[src/rtl/std_mem_d1_arbiter.sv]
// Round-robin arbiter sharing one single-port 1-D memory between two
// go/done requesters; serialises accesses and rejects out-of-range addresses.
module std_mem_d1_arbiter #(
  parameter int unsigned WIDTH    = 32,
  parameter int unsigned SIZE     = 16,
  parameter int unsigned IDX_SIZE = 4
) (
  input  logic                clk,
  input  logic                reset,
  input  logic                r0_req,
  input  logic                r0_write,
  input  logic [IDX_SIZE-1:0] r0_addr,
  input  logic [WIDTH-1:0]    r0_wdata,
  output logic                r0_done,
  output logic [WIDTH-1:0]    r0_rdata,
  output logic                r0_err,
  input  logic                r1_req,
  input  logic                r1_write,
  input  logic [IDX_SIZE-1:0] r1_addr,
  input  logic [WIDTH-1:0]    r1_wdata,
  output logic                r1_done,
  output logic [WIDTH-1:0]    r1_rdata,
  output logic                r1_err,
  output logic [IDX_SIZE-1:0] mem_addr0,
  output logic [WIDTH-1:0]    mem_write_data,
  output logic                mem_write_en,
  input  logic [WIDTH-1:0]    mem_read_data,
  input  logic                mem_done
);

  typedef enum logic [2:0] {IDLE, READ, WRITE, WAIT, RESP} state_t;

  state_t              state, state_n;
  logic                own_q, own_n;
  logic                prio_q, prio_n;
  logic                we_q, we_n;
  logic [IDX_SIZE-1:0] addr_n;
  logic [WIDTH-1:0]    wdata_n;
  logic [1:0]          done_n, err_n;
  logic [WIDTH-1:0]    rdata0_n, rdata1_n;
  logic                gnt;
  logic                g_write;
  logic [IDX_SIZE-1:0] g_addr;
  logic [WIDTH-1:0]    g_wdata;

  // Memory-facing address/data registers double as the latched request.
  always_comb begin
    state_n  = state;
    own_n    = own_q;
    prio_n   = prio_q;
    we_n     = 1'b0;
    addr_n   = '0;
    wdata_n  = '0;
    done_n   = 2'b00;
    err_n    = 2'b00;
    rdata0_n = r0_rdata;
    rdata1_n = r1_rdata;
    gnt      = (r0_req && r1_req) ? prio_q : r1_req;
    g_write  = gnt ? r1_write : r0_write;
    g_addr   = gnt ? r1_addr  : r0_addr;
    g_wdata  = gnt ? r1_wdata : r0_wdata;

    case (state)
      IDLE: begin
        if (r0_req || r1_req) begin
          own_n = gnt;
          if (32'(g_addr) >= SIZE) begin
            state_n     = RESP;
            done_n[gnt] = 1'b1;
            err_n[gnt]  = 1'b1;
          end else if (g_write) begin
            state_n = WRITE;
            addr_n  = g_addr;
            wdata_n = g_wdata;
            we_n    = 1'b1;
          end else begin
            state_n = READ;
            addr_n  = g_addr;
          end
        end
      end
      READ: begin
        state_n       = RESP;
        done_n[own_q] = 1'b1;
        if (own_q) rdata1_n = mem_read_data;
        else       rdata0_n = mem_read_data;
      end
      WRITE: state_n = WAIT;
      WAIT: begin
        if (mem_done) begin
          state_n       = RESP;
          done_n[own_q] = 1'b1;
        end
      end
      RESP: begin
        prio_n  = ~own_q;
        state_n = IDLE;
      end
      default: state_n = IDLE;
    endcase
  end

  always_ff @(posedge clk) begin
    if (reset) begin
      state          <= IDLE;
      own_q          <= 1'b0;
      prio_q         <= 1'b0;
      we_q           <= 1'b0;
      mem_addr0      <= '0;
      mem_write_data <= '0;
      r0_done        <= 1'b0;
      r1_done        <= 1'b0;
      r0_err         <= 1'b0;
      r1_err         <= 1'b0;
      r0_rdata       <= '0;
      r1_rdata       <= '0;
    end else begin
      state          <= state_n;
      own_q          <= own_n;
      prio_q         <= prio_n;
      we_q           <= we_n;
      mem_addr0      <= addr_n;
      mem_write_data <= wdata_n;
      r0_done        <= done_n[0];
      r1_done        <= done_n[1];
      r0_err         <= err_n[0];
      r1_err         <= err_n[1];
      r0_rdata       <= rdata0_n;
      r1_rdata       <= rdata1_n;
    end
  end

  // A reset arriving during WRITE must suppress the write at that same edge.
  assign mem_write_en = we_q & ~reset;

endmodule

[config.mk]
export PLATFORM = sky130hd
export DESIGN_NAME = std_mem_d1_arbiter
export DESIGN_NICKNAME = d
export VERILOG_FILES = /design/src/rtl/std_mem_d1_arbiter.sv
export SDC_FILE = /design/constraint.sdc
export NUM_CORES = 1
export LEC_CHECK = 0
export CAP_MARGIN = 30
export CORE_AREA = 4 4 103 105
export CTS_CLUSTER_DIAMETER = 80
export DETAILED_ROUTE_END_ITERATION = 8
export DIE_AREA = 0 0 107 109
export GPL_TIMING_DRIVEN = 0
export PLACE_DENSITY = 0.84
export SYNTH_ARGS = -nofsm -noshare
export SYNTH_HDL_FRONTEND = slang
export SYNTH_SLANG_ARGS = --single-unit
[constraint.sdc]
create_clock -name clk -period 4.1 [get_ports clk]
set_clock_uncertainty 0.2 [all_clocks]
set_input_delay 0.41 -clock clk [delete_from_list [all_inputs] [get_ports clk]]
set_output_delay 0.41 -clock clk [all_outputs]
set_load 0.03 [all_outputs]
# Word level (Yosys, flattened, before mapping)
# Cells that the tools add are included.
# totals
input_bits	111
output_inout_bits	105
wordCells	47
regBits	108
# op_classes
n_lt_le_gt_ge	2
reduce_logical	10
bitwise	6
mux	13
n_eq_ne	6
# ops
op	n
two-way mux 32 bit	1
one-hot mux 3 bit (4 select lines)	1
AND reduction 2 bit	4
== test 3 x 2 -> 1 bit (second input constant)	2
two-way mux 3 bit	2
NOT 1 bit	5
two-way mux 1 bit	4
two-way mux 2 bit	2
two-way mux 4 bit	1
!= test 2 bit (second input constant)	2
one-hot mux 2 bit (2 select lines)	1
OR reduction 4 bit	1
== test 3 x 1 -> 1 bit (second input constant)	1
== test 3 bit (second input constant)	1
logical NOT 3 bit	1
OR reduction 3 bit	1
logical AND 1 bit	2
less-than comparator 1 x 2 -> 1 bit (second input constant)	1
AND 1 bit	1
demux 1 bit (select 1 bit)	1
>= comparator 1 bit (second input constant)	1
logical OR 1 bit	1

# Depth between registers and ports, before layout
# logic_depth
depth_word	6
mapped_depth	6
depth_no_buf	4

# Worst setup path before layout
# Ideal clock, no wire load.
# synth_timing
path_kind	input -> output
from	input port reset
to	output port mem_write_en
slack_ns	2.343
arrival_time_ns	1.147
t_required_ns	3.490
n_path_buf	2
path_stages	3
cell_sequence	clkbuf_1 -> buf_2 -> nor2b_1
# synth_between
elab_chain_cells	2
# synth_rtl
element	line_no	rtl
start, declared	9	input logic reset,
NOT 1 bit	134	assign mem_write_en = we_q & ~reset;
AND 1 bit	134	
end, declared	26	output logic mem_write_en,
# No other way between the ends.

# Worst setup path after layout
# Same ends and word-level chain as after synthesis.

==> out/qor.txt <==
Status: complete, no violations
DRT iter0 DRCs: 177
Vias: 3998
Crit. End Element: output port
Total Neg Setup Slack: 0 ns
Reg clk slew, reported paths: 0.10 ns
Maximum clock frequency: 0.437 GHz
Register area share after synthesis: 0.541
Worst Path Required: 3.49 ns
Routed Antenna Nets: 0
Vias in the first global route: 4049
IO Count: 216
Crit path time final: 2.29 ns
Post-CTS Setup Inserts: 0
DIE HEIGHT: 109 um
Hold Path Class: reg -> reg
Mapped Cells: 478
Design Power: 2280 uW
Final Wtd Congestion: 0.804
Met1 global-route usage: 0.214
Final hold viol count: 0
Post-synth EDFFs: 0
# diodes: 0
RSZ-0062 raised after global routing: false
Clock Sinks: 108
P per Cell Area: 352 mW/mm^2
Synthesized area: 0.00400 mm^2
Fraction of layout cells with a size suffix above 1: 0.108
Critical setup path kind: in -> out
Num CTS Buffers: 9
Starting density of the core: 0.415
Clk root buf: clkbuf_8
WL final: 12.9 mm
Max cap viols: 0
Die area: 0.0117 mm^2
Slew Limit Headroom: 0.654
Setup violators final: 0
Synth Area per Inst: 8.37 um^2
Die Span X: 107 um
Leakage: 0.00235 uW
Crit path launch type: primary input
M3 GR Usage: 0.114
Tot GR Track Use: 0.219
Max Fanout on Critical Path: 10
Placed Area: 0.00629 mm^2
Slew at the pin with the worst max-slew slack: 0.519 ns
Drt wl/cell: 15.4 um
Number of cell rows: 36
Yosys reg bits: 108
DR pass1 iterations: 4
Grt peak-use layer: met2
Fin crit share: 0.558
CTS resizes: 0
Detailed placer's ending HPWL: 10.4 mm
Core Area: 0.00964 mm^2
Number of buffers added on ports: 212
Global-route wire length before repair: 20.0 mm
Post-synth top flop: dfxtp_1
Area grow syn2layout: 62.1%
Initial antenna violation count: 0
Yosys warns: 0
Max Root-Sink Buffers: 2
Clock H-tree levels: 3
Worst IR drop on VDD: 0.000166 V
Met2 Use GR: 0.410
DRC violations left: 0
Post-synth ARST share: 0
Hold-fix buffers at CTS: 0
Max-slew violations: 0
Worst-skew pair later-pin latency: 0.36 ns
Worst hold slack: 0.258 ns
Fin nets: 813
Synth unique cells: 31
GR Overflow Total: 0
Critical path arrival: 1.68 ns
Final instance area: 0.00648 mm^2
Largest net degree at the start of global routing: 17
Via/cell ratio: 4.77
CTS tree: built
metrics by stage:
step	instances	utilization	worst slack, ns
5_1_grt	839	0.673	1.73
2_1_floorplan	479	-	2.34
4_1_cts	839	0.673	1.76
6_report	839	0.673	1.81
3_5_place_dp	824	0.653	1.78
3_3_place_gp	824	0.653	1.78
report_power, final:
group	total [uW]	switching, uW	leakage, uW	internal, uW
Sequential	1130	26.1	0.000876	1100
Clock	645	350	0.0000914	296
Combinational	510	272	0.00138	238
final timing paths:
kind                              startpoint            to  slack [ns]  cells after the start
worst max-delay path                   reset  mem_write_en        1.81                      4
worst min-delay path            r1_rdata[12]  r1_rdata[12]        0.26                      2
worst max register to register         own_q   r0_rdata[7]        2.45                      4
worst min register to register  r1_rdata[12]  r1_rdata[12]        0.26                      2
cells in the mapped netlist, types with 4 or more instances:
cell,instances,share of area
a21oi_1,72,0.090
nand2_1,203,0.19
a21oi_2,29,0.063
nor2_1,4,0.0038
buf_6,9,0.025
clkbuf_1,5,0.0047
dfxtp_1,108,0.54
buf_4,4,0.0075
buf_2,14,0.018
area by class of cell:
type                       instances  area, um^2
clock buffer                      11         141
multi-input combinational        335        1610
fill                             799        3160
tap                              133         166
sequential                       108        2160
clock inverter                     4        50.0
buffer                            34         228
timing repair buffer             212        2120
inverter                           2        7.51
flip-flops by register name (all words and copies together), names as in the netlist:
name,cells
mem_write_data,32
r0_rdata,32
r1_rdata,32
mem_addr0,4
state,3
own_q,1
prio_q,1
r0_done,1
r1_done,1
we_q,1
cells by family (layout without fill, tap and decap cells):
| kind of cell | Yosys count | count (layout) | share of synthesized area |
|---|---|---|---|
| AND/OR/NAND/NOR | 224 | 224 | 0.228 |
| AO/OA/AOI/OAI | 109 | 109 | 0.172 |
| flip-flops | 108 | 108 | 0.541 |
| buffers and inverters | 36 | 263 | 0.0588 |
| other | 1 | 2 | 0.000937 |
layer usage:
layer | vias to the layer above | share of wire
li1 | 1980 | -
met1 | 1828 | 0.36
met2 | 177 | 0.50
met3 | 13 | 0.12
met4 | 0 | 0.013
met5 | - | 0
critical path: stages:
cell and delay, ns:
clkbuf_1 0.14, buf_2 0.21, nor2b_1 0.19, clkdlybuf4s50_1 0.72
layout by cell type (no fill, tap or decap), drive strengths merged:
cell type / synthesis / routed
a311oi: 1 / 1
nand2b: 2 / 2
clkinvlp: 0 / 2
clkinv: 0 / 1
nand2: 203 / 203
buf: 29 / 29
clkbuf: 5 / 16
a22oi: 1 / 1
clkdlybuf4s50: 0 / 212
nor4: 1 / 1
nand3b: 2 / 2
nor3: 2 / 2
a21oi: 101 / 101
dfxtp: 108 / 108
bufinv: 0 / 1
o21bai: 1 / 1
nor2: 6 / 6
a211oi: 1 / 1
inv: 2 / 2
and2: 2 / 2
conb: 1 / 2
o21ai: 1 / 1
nor2b: 1 / 1
nand3: 2 / 2
o21a: 1 / 1
nor4b: 1 / 1
a21boi: 2 / 2
and3: 2 / 2
(Power assumes the default switching activity.)
